### src/rtl/rf_access_arbiter.sv
// rf_access_arbiter: shares one dual-read register file between requesters A and B.
// Round-robin arbitration in IDLE, latches the winning request, then sequences the
// register file controls (WR for writes, RD+CAP for reads) and returns a one-cycle ACK.
// Ports:
//   clk_i, rst_i                 clock, synchronous active-high reset
//   {a,b}_req_i/_we_i            request (held until grant), 1=write 0=read
//   {a,b}_addr_w_i/_data_w_i     write address / data
//   {a,b}_addr_r1_i/_addr_r2_i   read addresses
//   {a,b}_gnt_o                  combinational accept pulse (operands latched at this edge)
//   {a,b}_ack_o                  registered one-cycle completion pulse
//   rsp_data_r1_o/_r2_o          captured read data, valid with ACK after a read
//   rf_*_o / rf_data_r*_i        register file control and read data
module rf_access_arbiter #(
    parameter int unsigned DATA_WIDTH    = 32,
    parameter int unsigned ADDR_WIDTH    = 5,
    parameter bit          ZERO_WR_BLOCK = 1'b1
) (
    input  logic                  clk_i,
    input  logic                  rst_i,
    input  logic                  a_req_i,
    input  logic                  a_we_i,
    input  logic [ADDR_WIDTH-1:0] a_addr_w_i,
    input  logic [DATA_WIDTH-1:0] a_data_w_i,
    input  logic [ADDR_WIDTH-1:0] a_addr_r1_i,
    input  logic [ADDR_WIDTH-1:0] a_addr_r2_i,
    output logic                  a_gnt_o,
    output logic                  a_ack_o,
    input  logic                  b_req_i,
    input  logic                  b_we_i,
    input  logic [ADDR_WIDTH-1:0] b_addr_w_i,
    input  logic [DATA_WIDTH-1:0] b_data_w_i,
    input  logic [ADDR_WIDTH-1:0] b_addr_r1_i,
    input  logic [ADDR_WIDTH-1:0] b_addr_r2_i,
    output logic                  b_gnt_o,
    output logic                  b_ack_o,
    output logic [DATA_WIDTH-1:0] rsp_data_r1_o,
    output logic [DATA_WIDTH-1:0] rsp_data_r2_o,
    output logic                  rf_read_o,
    output logic                  rf_write_o,
    output logic [ADDR_WIDTH-1:0] rf_addr_w_o,
    output logic [ADDR_WIDTH-1:0] rf_addr_r1_o,
    output logic [ADDR_WIDTH-1:0] rf_addr_r2_o,
    output logic [DATA_WIDTH-1:0] rf_data_w_o,
    input  logic [DATA_WIDTH-1:0] rf_data_r1_i,
    input  logic [DATA_WIDTH-1:0] rf_data_r2_i
);

    typedef enum logic [1:0] {
        S_IDLE = 2'd0,
        S_WR   = 2'd1,
        S_RD   = 2'd2,
        S_CAP  = 2'd3
    } state_e;

    state_e                state_q, state_d;
    logic                  owner_q, owner_d;   // 0: A owns the op, 1: B
    logic                  ptr_q, ptr_d;       // 0: A has priority, 1: B
    logic                  a_ack_q, a_ack_d;
    logic                  b_ack_q, b_ack_d;
    logic [ADDR_WIDTH-1:0] addr_w_q, addr_w_d;
    logic [ADDR_WIDTH-1:0] addr_r1_q, addr_r1_d;
    logic [ADDR_WIDTH-1:0] addr_r2_q, addr_r2_d;
    logic [DATA_WIDTH-1:0] data_w_q, data_w_d;
    logic [DATA_WIDTH-1:0] rsp_r1_q, rsp_r1_d;
    logic [DATA_WIDTH-1:0] rsp_r2_q, rsp_r2_d;
    logic                  grant_a_c, grant_b_c;

    // Next-state, arbitration and operand latching
    always_comb begin
        state_d   = state_q;
        owner_d   = owner_q;
        ptr_d     = ptr_q;
        a_ack_d   = 1'b0;
        b_ack_d   = 1'b0;
        addr_w_d  = addr_w_q;
        addr_r1_d = addr_r1_q;
        addr_r2_d = addr_r2_q;
        data_w_d  = data_w_q;
        rsp_r1_d  = rsp_r1_q;
        rsp_r2_d  = rsp_r2_q;
        grant_a_c = 1'b0;
        grant_b_c = 1'b0;

        case (state_q)
            S_IDLE: begin
                // Pointer side wins a tie; the winner then drops to lowest priority
                grant_a_c = a_req_i && (!b_req_i || !ptr_q);
                grant_b_c = b_req_i && (!a_req_i ||  ptr_q);
                if (grant_a_c) begin
                    owner_d   = 1'b0;
                    ptr_d     = 1'b1;
                    addr_w_d  = a_addr_w_i;
                    addr_r1_d = a_addr_r1_i;
                    addr_r2_d = a_addr_r2_i;
                    data_w_d  = a_data_w_i;
                    state_d   = a_we_i ? S_WR : S_RD;
                end else if (grant_b_c) begin
                    owner_d   = 1'b1;
                    ptr_d     = 1'b0;
                    addr_w_d  = b_addr_w_i;
                    addr_r1_d = b_addr_r1_i;
                    addr_r2_d = b_addr_r2_i;
                    data_w_d  = b_data_w_i;
                    state_d   = b_we_i ? S_WR : S_RD;
                end
            end
            S_WR: begin
                state_d = S_IDLE;
                a_ack_d = !owner_q;
                b_ack_d =  owner_q;
            end
            S_RD: begin
                state_d = S_CAP;
            end
            S_CAP: begin
                rsp_r1_d = rf_data_r1_i;
                rsp_r2_d = rf_data_r2_i;
                state_d  = S_IDLE;
                a_ack_d  = !owner_q;
                b_ack_d  =  owner_q;
            end
            default: state_d = S_IDLE;
        endcase
    end

    // State and datapath registers; reset aborts any op in flight without ACK
    always_ff @(posedge clk_i) begin
        if (rst_i) begin
            state_q   <= S_IDLE;
            owner_q   <= 1'b0;
            ptr_q     <= 1'b0;
            a_ack_q   <= 1'b0;
            b_ack_q   <= 1'b0;
            addr_w_q  <= '0;
            addr_r1_q <= '0;
            addr_r2_q <= '0;
            data_w_q  <= '0;
            rsp_r1_q  <= '0;
            rsp_r2_q  <= '0;
        end else begin
            state_q   <= state_d;
            owner_q   <= owner_d;
            ptr_q     <= ptr_d;
            a_ack_q   <= a_ack_d;
            b_ack_q   <= b_ack_d;
            addr_w_q  <= addr_w_d;
            addr_r1_q <= addr_r1_d;
            addr_r2_q <= addr_r2_d;
            data_w_q  <= data_w_d;
            rsp_r1_q  <= rsp_r1_d;
            rsp_r2_q  <= rsp_r2_d;
        end
    end

    // Moore strobes decoded from the state register; write to address 0 optionally suppressed
    assign rf_read_o  = (state_q == S_RD) || (state_q == S_CAP);
    assign rf_write_o = (state_q == S_WR) && !(ZERO_WR_BLOCK && (addr_w_q == '0));

    assign rf_addr_w_o   = addr_w_q;
    assign rf_addr_r1_o  = addr_r1_q;
    assign rf_addr_r2_o  = addr_r2_q;
    assign rf_data_w_o   = data_w_q;
    assign rsp_data_r1_o = rsp_r1_q;
    assign rsp_data_r2_o = rsp_r2_q;
    assign a_gnt_o       = grant_a_c;
    assign b_gnt_o       = grant_b_c;
    assign a_ack_o       = a_ack_q;
    assign b_ack_o       = b_ack_q;

endmodule

### config.mk
export PLATFORM = sky130hd
export DESIGN_NAME = rf_access_arbiter
export DESIGN_NICKNAME = d
export VERILOG_FILES = /design/src/rtl/rf_access_arbiter.sv
export SDC_FILE = /design/constraint.sdc
export NUM_CORES = 1
export LEC_CHECK = 0
export CAP_MARGIN = 20
export CORE_ASPECT_RATIO = 1.1
export CORE_MARGIN = 2
export CORE_UTILIZATION = 30
export CTS_BUF_LIST = sky130_fd_sc_hd__clkbuf_8
export CTS_CLUSTER_DIAMETER = 200
export DETAILED_ROUTE_END_ITERATION = 10
export GPL_ROUTABILITY_DRIVEN = 0
export PLACE_DENSITY = 0.65
export SLEW_MARGIN = 40
export SYNTH_ARGS = -nofsm -noshare
export SYNTH_HDL_FRONTEND = slang
export SYNTH_SLANG_ARGS = --single-unit
### constraint.sdc
create_clock -name clk_i -period 1.8 [get_ports clk_i]
set_input_delay 0.36 -clock clk_i [delete_from_list [all_inputs] [get_ports clk_i]]
set_output_delay 0.36 -clock clk_i [all_outputs]
set_load 0.005 [all_outputs]
# [After elaboration in Yosys (flattened, before gate mapping)]
# Cells that the tools add are included.
[op_classes] reduce_logical=17 n_bitwise=1 n_eq_ne=4 muxes=19
[ops] cell="$mux W32" n=2
[ops] cell="$mux W5" n=6
[ops] cell="$mux W2" n=4
[ops] cell="$mux W1" n=6
[ops] cell="$pmux W2 S3" n=1
[ops] cell="$logic_not A1 Y1" n=5
[ops] cell="$logic_not A5 Y1" n=1
[ops] cell="$eq A2 B2 Y1 const B" n=2
[ops] cell="$reduce_or A2 Y1" n=2
[ops] cell="$logic_and A1 B1 Y1" n=3
[ops] cell="$logic_or A1 B1 Y1" n=3
[ops] cell="$ne A3 B3 Y1 const B" n=1
[ops] cell="$eq A2 B1 Y1 const B" n=1
[ops] cell="$logic_not A2 Y1" n=1
[ops] cell="$reduce_and A2 Y1" n=1
[ops] cell="$reduce_bool A2 Y1" n=1
[ops] cell="$not A1 Y1" n=1
[totals] ff_bits=117

# [Depth between registers and ports, before layout]
# Gate-level depths: netlist (run 1).
[depth] depth_word=6 ltp_mapped=6

# [Least setup slack after synthesis (run 1)]
# OpenSTA, ideal clock, no wires.
[synth_path] path_kind="flip-flop to output port" start="register state_q[1]" end="output a_gnt_o" required_ns=1.440 path_stages_with_launch=6 path_slack_ns=0.324 t_arrival_ns=1.116 path_cell_list="dfxtp_1 buf_4 or2_1 buf_4 buf_2 nor2_1"
[synth_via] elab_chain_cells=2
[synth_rtl] element="start, declared" line_no="55" rtl="state_e state_q, state_d;"
[synth_rtl] element="start signal, assigned" line_no="141" rtl="state_q <= state_d;"
[synth_rtl] element="$logic_not A2 Y1" line_no="84" rtl="case (state_q)"
[synth_rtl] element="$mux W1" line_no="84"
[synth_rtl] element="end, declared" line_no="26" rtl="output logic a_gnt_o,"
# Every way passes these cells.

# [Final worst setup path (run 1)]
[layout_path] start="register addr_w_q[0], in the netlist rf_addr_w_o[0]" end="output rf_write_o"
[layout_via] elab_chain_cells=3
[layout_rtl] element="start, declared" line_no="60" rtl="logic [ADDR_WIDTH-1:0] addr_w_q, addr_w_d;"
[layout_rtl] element="start signal, assigned" line_no="146" rtl="addr_w_q <= addr_w_d;"
[layout_rtl] element="$logic_not A5 Y1" line_no="157" rtl="assign rf_write_o = (state_q == S_WR) && !(ZERO_WR_BLOCK && (addr_w_q == '0));"
[layout_rtl] element="$logic_not A1 Y1" line_no="157"
[layout_rtl] element="$logic_and A1 B1 Y1" line_no="157"
[layout_rtl] element="end, declared" line_no="39" rtl="output logic rf_write_o,"
# Every way passes these cells.

==> results of run 1 <==
==> sequential cells by signal, indices dropped and copies added, names as in the netlist <==
register,count
b_ack_o,1
rsp_data_r2_o,32
ptr_q,1
a_ack_o,1
rf_addr_r2_o,5
rsp_data_r1_o,32
rf_data_w_o,32
state_q,2
owner_q,1
rf_addr_r1_o,5
rf_addr_w_o,5
==> metal layers <==
layer | GRT usage | wire length (um) | vias up
met4 | 0.0700 | 433 | 0
met3 | 0.0718 | 1560 | 29
li1 | - | - | 2537
met2 | 0.296 | 7550 | 230
met5 | 0 | 0 | -
met1 | 0.218 | 6720 | 2329
==> synthesized netlist by cell type, types with 2 or more instances <==
master / count
clkbuf_1: 14
a311oi_2: 24
buf_6: 7
or2_1: 2
nand2_2: 22
a31oi_1: 16
nand2_1: 170
buf_12: 2
a311oi_1: 7
dfxtp_1: 117
buf_1: 7
nand2b_1: 2
a21oi_1: 98
nor2_1: 2
nand3_1: 23
buf_4: 6
buf_2: 20
nor2_4: 2
o21ai_1: 17
nand3_2: 9
==> power groups by stage <==
stage                     Sequential, uW  Combinational, uW  Clock, uW
after detailed placement            2920               1600          0
after global routing                2880               1710       2850
after global placement              2910               1600          0
after floorplan                     2920                698          0
after CTS                           2860               1600       2740
final                               2860               1580       2650
==> stage by stage <==
step                      hold WS (ns)  total power (uW)
after global placement           0.435              4510
final                            0.375              7100
after floorplan                  0.410              3620
after CTS                        0.351              7200
after detailed placement         0.432              4520
after global routing             0.357              7450
==> placed cells by master (no fill, tap or decap), drive strengths merged <==
| cell type | count |
|---|---|
| o21ba | 1 |
| and3b | 1 |
| nor3b | 2 |
| bufinv | 4 |
| dfxtp | 117 |
| o21ai | 18 |
| clkinvlp | 2 |
| clkdlybuf4s15 | 1 |
| clkdlybuf4s50 | 273 |
| nand3 | 32 |
| or3 | 1 |
| or2 | 2 |
| clkinv | 6 |
| nand2 | 192 |
| a311oi | 31 |
| nand3b | 1 |
| a31oi | 16 |
| diode | 2 |
| o311a | 1 |
| a21oi | 98 |
| dlygate4sd2 | 3 |
| a21bo | 1 |
| buf | 29 |
| and2 | 1 |
| clkbuf | 19 |
| nor2 | 5 |
| nand2b | 2 |
| inv | 3 |
| mux2 | 1 |
| a21boi | 1 |
==> cells by family after synthesis <==
kind of cell	count (synthesis)	synth area share
simple gates	239	0.224
compound gates	167	0.230
flops	117	0.472
buf+inv	58	0.0706
mux	1	0.00302
==> worst reg2reg max path: stages, from the launching register on <==
cell	delay, ns
dfxtp_2	0.38
a21bo_1	0.15
buf_4	0.35
mux2_4	0.35
o21ba_1	0.16
==> worst min-delay path by stage <==
stage | slack, ns | end | depth (start not counted)
final | 0.38 | rsp_data_r2_o[9] | 2
after global placement | 0.43 | a_ack_o | 1
after CTS | 0.35 | rsp_data_r2_o[9] | 2
after detailed placement | 0.43 | a_ack_o | 1
after global routing | 0.36 | owner_q | 2
after floorplan | 0.41 | a_ack_o | 1
==> repair_timing <==
action                                  4_1_cts  5_1_grt
buffers inserted                              0        2
pin swaps                                     0        3
gates resized for setup                      12        5
endpoints found under the setup margin        5        4
==> area by class of cell <==
class | instances | area, um^2 | area share
Clock inverter | 13 | 181 | 0.0215
Sequential cell | 117 | 2350 | 0.278
Clock buffer | 18 | 248 | 0.0294
Timing Repair Buffer | 307 | 3110 | 0.369
Inverter | 2 | 7.51 | 0.000890
Multi-Input combinational cell | 407 | 2280 | 0.270
Antenna cell | 2 | 5.00 | 0.000593
Tap cell | 204 | 255 | 0.0302
==> flow_summary.ini, run 1 <==
[critical_path]
worstSetupPathDepth = 3
crit_chain = or3_1 > o311a_1 > buf_2
cp.buffers_inverters = 1
reg2regPathDepth = 4
cp_top_family = simple AND/OR/NAND/NOR gates
max_stage_delay_ns = 0.37
crit_arrival_ns = 1.55
required_ns = 1.44
slowest_stage = or3_1
path_class = flip-flop to output pin
start_kind = flip-flop
worstReg2RegEnd = state_q[0]
crit_end = rf_write_o
reg2reg_from = ptr_q
end_kind = output pin
cp_max_fo = 2
rrSetupSlack_ns = 0.31
crit_start = rf_addr_w_o[0]

[synthesis]
syn_area_mm2 = 0.00496
ys_seq_area_frac = 0.472
synth_edf_count = 0
synth_top_cell_area_share = 0.472
yosys_warnings = 0
synth_nets = 746
synth.area.top_cells = dfxtp_1 (47%), nand2_1 (13%), a21oi_1 (9.9%)
netlist_instances = 582
avgSynthCellArea_um2 = 8.53
ys_async_sr_fraction = 0
ys_ff_latch = 117
synth_top_cell_by_area = dfxtp_1
synthFlopType = dfxtp_1
synth_cell_types = 35

[drt]
drc = 0
routedWlPerCell_um = 15.2
drt_wl_total_mm = 16.3
drtAntennaViolNets = 0
drt_iter0_drc = 246
vias_per_cell = 4.79
dr.pass1.iters = 4
num_vias = 5125

[power]
p_sw_uw = 1880
peakVddDrop_v = 0.000418
clkPwrFrac = 0.373
p_sw_frac = 0.265
p_seq_frac = 0.403
p_int_uw = 5220
comb_power_share = 0.223
p_per_area_mw_per_mm2 = 841
leakage_uw = 0.00298

[global_route]
antenna_found_initial = 2
grt_usage = 0.183
grt_pass1_vias = 5010
grt_max_degree = 65
grt_pass1_wl_mm = 25.7
grt-ovfl-total = 0

[job]
drv_cap = 0

[min_path]
hold_path.class = input port to flip-flop
holdCritStartpoint = rst_i

[timing]
finalHoldViolCount = 0
drv_slew = 0
final.setup.tns_ns = -0.115
min_period_ns = 1.91
rsz0062_at_grt = yes
slew_headroom = 0.689
max_freq_ghz = 0.522
finalCritPeriodShare = 1.06
setup_viol = 1
tightest_slew_ns = 0.467
fin_ws_ns = -0.115
fin_worst_skew_ns = 0.0106

[cts]
cts_buffer_depth = 2
clock-root-buffer = clkbuf_8
cts_hold_buf = 0
clk_latency_ns = 0.43
cts_buffers = 17
cts_htree_levels = 4
cts.reportedPaths.clkPinSlew_ns = 0.07
cts_tree = yes
clock-sinks = 117

[place]
io_buffers = 280
dpl.cell_count = 1035
place_hpwl_mm = 11.0
placed_area_mm2 = 0.00800
place_ws_ns = -0.482

[floorplan]
die-area_mm2 = 0.0176
rows = 49
die_w_um = 127
core_mm2 = 0.0162
io_pins = 281
die-height_um = 139
start_util = 0.305

[layout]
fin_nets = 1016
finalNonFillerCells = 1070
synthToLayoutAreaGrowth_pct = 70.1
fin_util = 0.519
design_area_mm2 = 0.00844
fillCellCount = 1546
drive_above_1_share = 0.148

[run_status]
status = finished, violations left
violations = setup timing
No activity file was read; power rests on OpenSTA's default activity.
==> inputs of run 2 (changes only) <==
--- a/config.mk
+++ b/config.mk
@@ -13,7 +13,7 @@
 export CTS_CLUSTER_DIAMETER = 200
 export DETAILED_ROUTE_END_ITERATION = 10
 export GPL_ROUTABILITY_DRIVEN = 0
-export PLACE_DENSITY = 0.65
+export PLACE_DENSITY = 0.72
 export SLEW_MARGIN = 40
 export SYNTH_ARGS = -nofsm -noshare
 export SYNTH_HDL_FRONTEND = slang
==> run 2 against run 1 <==
Against the previous run: the run still ends with setup timing left; worst hold slack gained 0.012 ns; sequential share of layout area shrank 0.24 points; cell count up 1.2%; via count rose by 0.47%; power shrank 0.67%; wire length shrank 0.79%; global-route usage fell by 0.26 points; worst setup slack gained 0.013 ns; flip-flop and latch count unchanged; sequential power is essentially flat; largest power group unchanged.
==> flow_summary.ini, run 2 (synthesis results as in run 1) <==
[run_status]
status = finished, violations left
violations = setup timing

[power]
total_power_uw = 7050
peakVddDrop_v = 0.000358
leakage_uw = 0.00304
p_per_area_mw_per_mm2 = 827

[layout]
fin_util = 0.525
layout_commonest_cell = clkdlybuf4s50_1
drive_above_1_share = 0.161
final_cell_mix = clkdlybuf4s50_1 (272), nand2_1 (170), dfxtp_1 (113)
fin_nets = 1028
finalNonFillerCells = 1083
fillCellCount = 1549
synthToLayoutAreaGrowth_pct = 71.8

[cts]
cts_htree_levels = 4
cts_buffers = 17
cts_tree = yes
cts_buffer_depth = 2
clock-sinks = 117
cts_hold_buf = 0
clk_latency_ns = 0.42
cts.reportedPaths.clkPinSlew_ns = 0.08
clock-root-buffer = clkbuf_8

[floorplan]
die-area_mm2 = 0.0176
die_w_um = 127
start_util = 0.305
io_pins = 281
rows = 49
die-height_um = 139
core_mm2 = 0.0162

[place]
place_ws_ns = -0.290
dpl.cell_count = 1045
place_hpwl_mm = 11.2
io_buffers = 280

[critical_path]
end_kind = output pin
crit_arrival_ns = 1.54
path_class = flip-flop to output pin
required_ns = 1.44
cp_max_fo = 2
start_kind = flip-flop

[timing]
fin_worst_skew_ns = 0.00728
fin_ws_ns = -0.102
finalHoldViolCount = 0
max_freq_ghz = 0.526
drv_slew = 0
rsz0062_at_grt = yes
tightest_slew_ns = 0.474
finalCritPeriodShare = 1.06
slew_headroom = 0.684
setup_viol = 1
min_period_ns = 1.90

[global_route]
grt-ovfl-total = 0
grt_pass1_wl_mm = 25.6
grt_usage = 0.180
antenna_found_initial = 2
grt_max_degree = 65
grt_pass1_vias = 4930

[drt]
drt_wl_total_mm = 16.1
dr.pass1.iters = 4
vias_per_cell = 4.75
drt_iter0_drc = 222
drc = 0
routedWlPerCell_um = 14.9
drtAntennaViolNets = 0
num_vias = 5149

[job]
drv_cap = 0

[min_path]
hold_path.class = input port to flip-flop
## run 2: stage by stage
step | setup TNS, ns | cell area, um^2 | hold WS, ns
global route | -0.165 | 8520 | 0.374
detailed placement | -5.15 | 8060 | 0.443
CTS | -0.148 | 8500 | 0.350
floorplan | 0 | 4960 | 0.410
finish | -0.102 | 8520 | 0.387
global placement | -4.68 | 8060 | 0.431
## run 2: metal layers
metal  share of wire  vias to the layer above  track usage
li1                -                     2570            -
met4           0.010                        0       0.0521
met1            0.42                     2358        0.218
met2            0.48                      210        0.298
met5               0                        -            0
met3           0.087                       11       0.0687
## run 2: final timing paths
| check | cells past startpoint | startpoint | to | slack, ns |
|---|---|---|---|---|
| worst min register to register | 1 | owner_q | a_ack_o | 0.45 |
| worst max-delay path | 3 | rf_addr_w_o[4] | rf_write_o | -0.10 |
| worst min-delay path | 2 | rst_i | rsp_data_r2_o[5] | 0.39 |
| worst max register to register | 6 | state_q[1] | rf_data_w_o[19] | 0.26 |
## run 2: layout make-up
class,count,area [um^2],area share
clock buffer,18,248,0.0291
multi-input combinational,407,2280,0.267
inverter,2,7.51,0.000881
tap,204,255,0.0299
antenna,2,5.00,0.000587
clock inverter,14,175,0.0206
sequential,117,2350,0.276
timing repair buffer,319,3200,0.376
## run 2: report_power, final
part	internal, uW	switching (uW)	leakage [uW]
clock	1420	1160	0.000206
sequential	2770	96.9	0.000957
combinational	935	674	0.00188
total	5120	1930	0.00304
## run 2: critical path, stage by stage (launching register included)
cell,delay [ns]
dfxtp_2,0.33
or3_1,0.36
o311a_1,0.30
buf_2,0.14
## run 2: timing repair
item                       in CTS  in global routing
setup buffers                   2                  2
resized for setup              18                  4
pin swaps                       0                  3
setup endpoints to repair       4                  4
==> inputs of run 3 (changes only) <==
--- a/config.mk
+++ b/config.mk
@@ -12,9 +12,9 @@
 export CTS_BUF_LIST = sky130_fd_sc_hd__clkbuf_8
 export CTS_CLUSTER_DIAMETER = 200
 export DETAILED_ROUTE_END_ITERATION = 10
+export DONT_BUFFER_PORTS = 1
 export GPL_ROUTABILITY_DRIVEN = 0
-export PLACE_DENSITY = 0.72
-export SLEW_MARGIN = 40
+export PLACE_DENSITY = 0.51
 export SYNTH_ARGS = -nofsm -noshare
 export SYNTH_HDL_FRONTEND = slang
 export SYNTH_SLANG_ARGS = --single-unit
==> run 3 against run 2 <==
Against the previous run: the run still ends with setup timing left; die area is the same; worst hold slack got worse by 0.38 ns; combinational power down 52%; sequential power is 2% higher; count of clock-buffer cells in the layout grew 2; critical endpoint unchanged; highest routed layer unchanged.
==> flow_summary.ini, run 3 (synthesis results as in run 1) <==
[run_status]
status = finished, violations left
violations = setup timing

[power]
comb_power_share = 0.116
total_power_uw = 6620
p_sw_uw = 1660
p_sw_frac = 0.250
p_int_uw = 4970
peakVddDrop_v = 0.000547
clkPwrFrac = 0.442
p_seq_frac = 0.441
leakage_uw = 0.00189
p_per_area_mw_per_mm2 = 1190

[timing]
fin_ws_ns = -0.0174
drv_slew = 0
max_freq_ghz = 0.550
setup_viol = 1
tightest_slew_ns = 0.347
slew_headroom = 0.768
finalCritPeriodShare = 1.01
rsz0062_at_grt = yes
finalHoldViolCount = 0
min_period_ns = 1.82
final.setup.tns_ns = -0.0174
fin_worst_skew_ns = 0.0103

[cts]
clock-root-buffer = clkbuf_8
post_cts_buffers = 0
cts.reportedPaths.clkPinSlew_ns = 0.07
cts_htree_levels = 4
cts_tree = yes
cts_buffers = 17
clk_latency_ns = 0.43
clock-sinks = 117
cts_buffer_depth = 2

[min_path]
hold_path.class = input port to flip-flop
holdCritStartpoint = rst_i

[critical_path]
reg2reg_from = state_q[1]
crit_start = rf_addr_w_o[4]
max_stage_delay_ns = 0.36
path_class = flip-flop to output pin
cp_max_fo = 3
crit_chain = or3_1 > o311a_1
end_kind = output pin
cp.buffers_inverters = 0
start_kind = flip-flop
crit_arrival_ns = 1.46
cp_top_family = simple AND/OR/NAND/NOR gates
slowest_stage = or3_1
required_ns = 1.44

[floorplan]
core_mm2 = 0.0162
start_util = 0.305
die-height_um = 139
rows = 49
io_pins = 281
die_w_um = 127
die-area_mm2 = 0.0176

[layout]
design_area_mm2 = 0.00557
antenna_cells = 0
final_cell_mix = nand2_1 (170), dfxtp_1 (115), a21oi_1 (98)
drive_above_1_share = 0.195
layout_commonest_cell = nand2_1
fin_nets = 726
synthToLayoutAreaGrowth_pct = 12.3

[global_route]
grt-ovfl-total = 0
antenna_found_initial = 0
grt_max_degree = 117
grt_pass1_wl_mm = 21.3
grt_pass1_vias = 4114
grt_usage = 0.153

[drt]
drtAntennaViolNets = 0
drc = 0
drt_iter0_drc = 98
routedWlPerCell_um = 17.6
vias_per_cell = 5.26
dr.pass1.iters = 4
num_vias = 4096
drt_wl_total_mm = 13.7

[place]
io_buffers = 0
place_hpwl_mm = 9.55
placed_area_mm2 = 0.00506

[job]
drv_cap = 0
[run 3: final timing paths]
path         slack (ns)  depth (start not counted)                 to
min reg2reg        0.47                          2  rsp_data_r1_o[11]
max               -0.02                          2         rf_write_o
max reg2reg        0.09                          6              ptr_q
min               0.003                          1  rsp_data_r2_o[15]
[run 3: per-stage QoR]
| step | hold WS (ns) | utilization | cells | setup slack, ns |
|---|---|---|---|---|
| finish | 0.00315 | 0.343 | 778 | -0.0174 |
| global route | -0.0415 | 0.343 | 778 | -0.113 |
| CTS | -0.0358 | 0.342 | 777 | -0.0659 |
| detailed placement | 0.441 | 0.311 | 745 | 0.316 |
| global placement | 0.440 | 0.311 | 745 | 0.395 |
| floorplan | 0.410 | - | 582 | 0.324 |
[run 3: per-layer routing]
layer	wire length [um]	GRT usage	share of wire
met5	0	0	0
met4	332	0.0694	0.024
met3	1570	0.0737	0.11
met2	6660	0.259	0.49
met1	5140	0.159	0.37
[run 3: worst reg2reg max path, stage by stage (launching register included)]
cell and delay (ns):
dfxtp_1 0.32, buf_6 0.15, nor2_4 0.12, buf_12 0.23, nand3b_1 0.14, a21oi_1 0.14, dlygate4sd3_1 0.55
[run 3: power by group through the flow]
stage	clock (uW)	combinational [uW]	sequential [uW]
after floorplan	0	698	2920
after global placement	0	741	2980
after detailed placement	0	764	2980
after CTS	3000	769	2920
after global routing	3150	850	2940
final	2930	769	2920
[run 3: what timing repair did]
| item | 4_1_cts | 5_1_grt |
|---|---|---|
| resized for setup | 4 | 3 |
| hold buffers | 1 | 1 |
| gates cloned | 0 | 0 |
| endpoints found under the hold margin | 110 | 82 |
| setup endpoints to repair | 2 | 3 |
[run 3: layout make-up]
cell class	instances	area, um^2
flip-flops and latches	117	2340
clock inverters	11	205
multi-input cells	407	2290
well taps	204	255
clock buffers	20	275
fillers	1651	10700
inverters	2	7.51
repair buffers	17	199
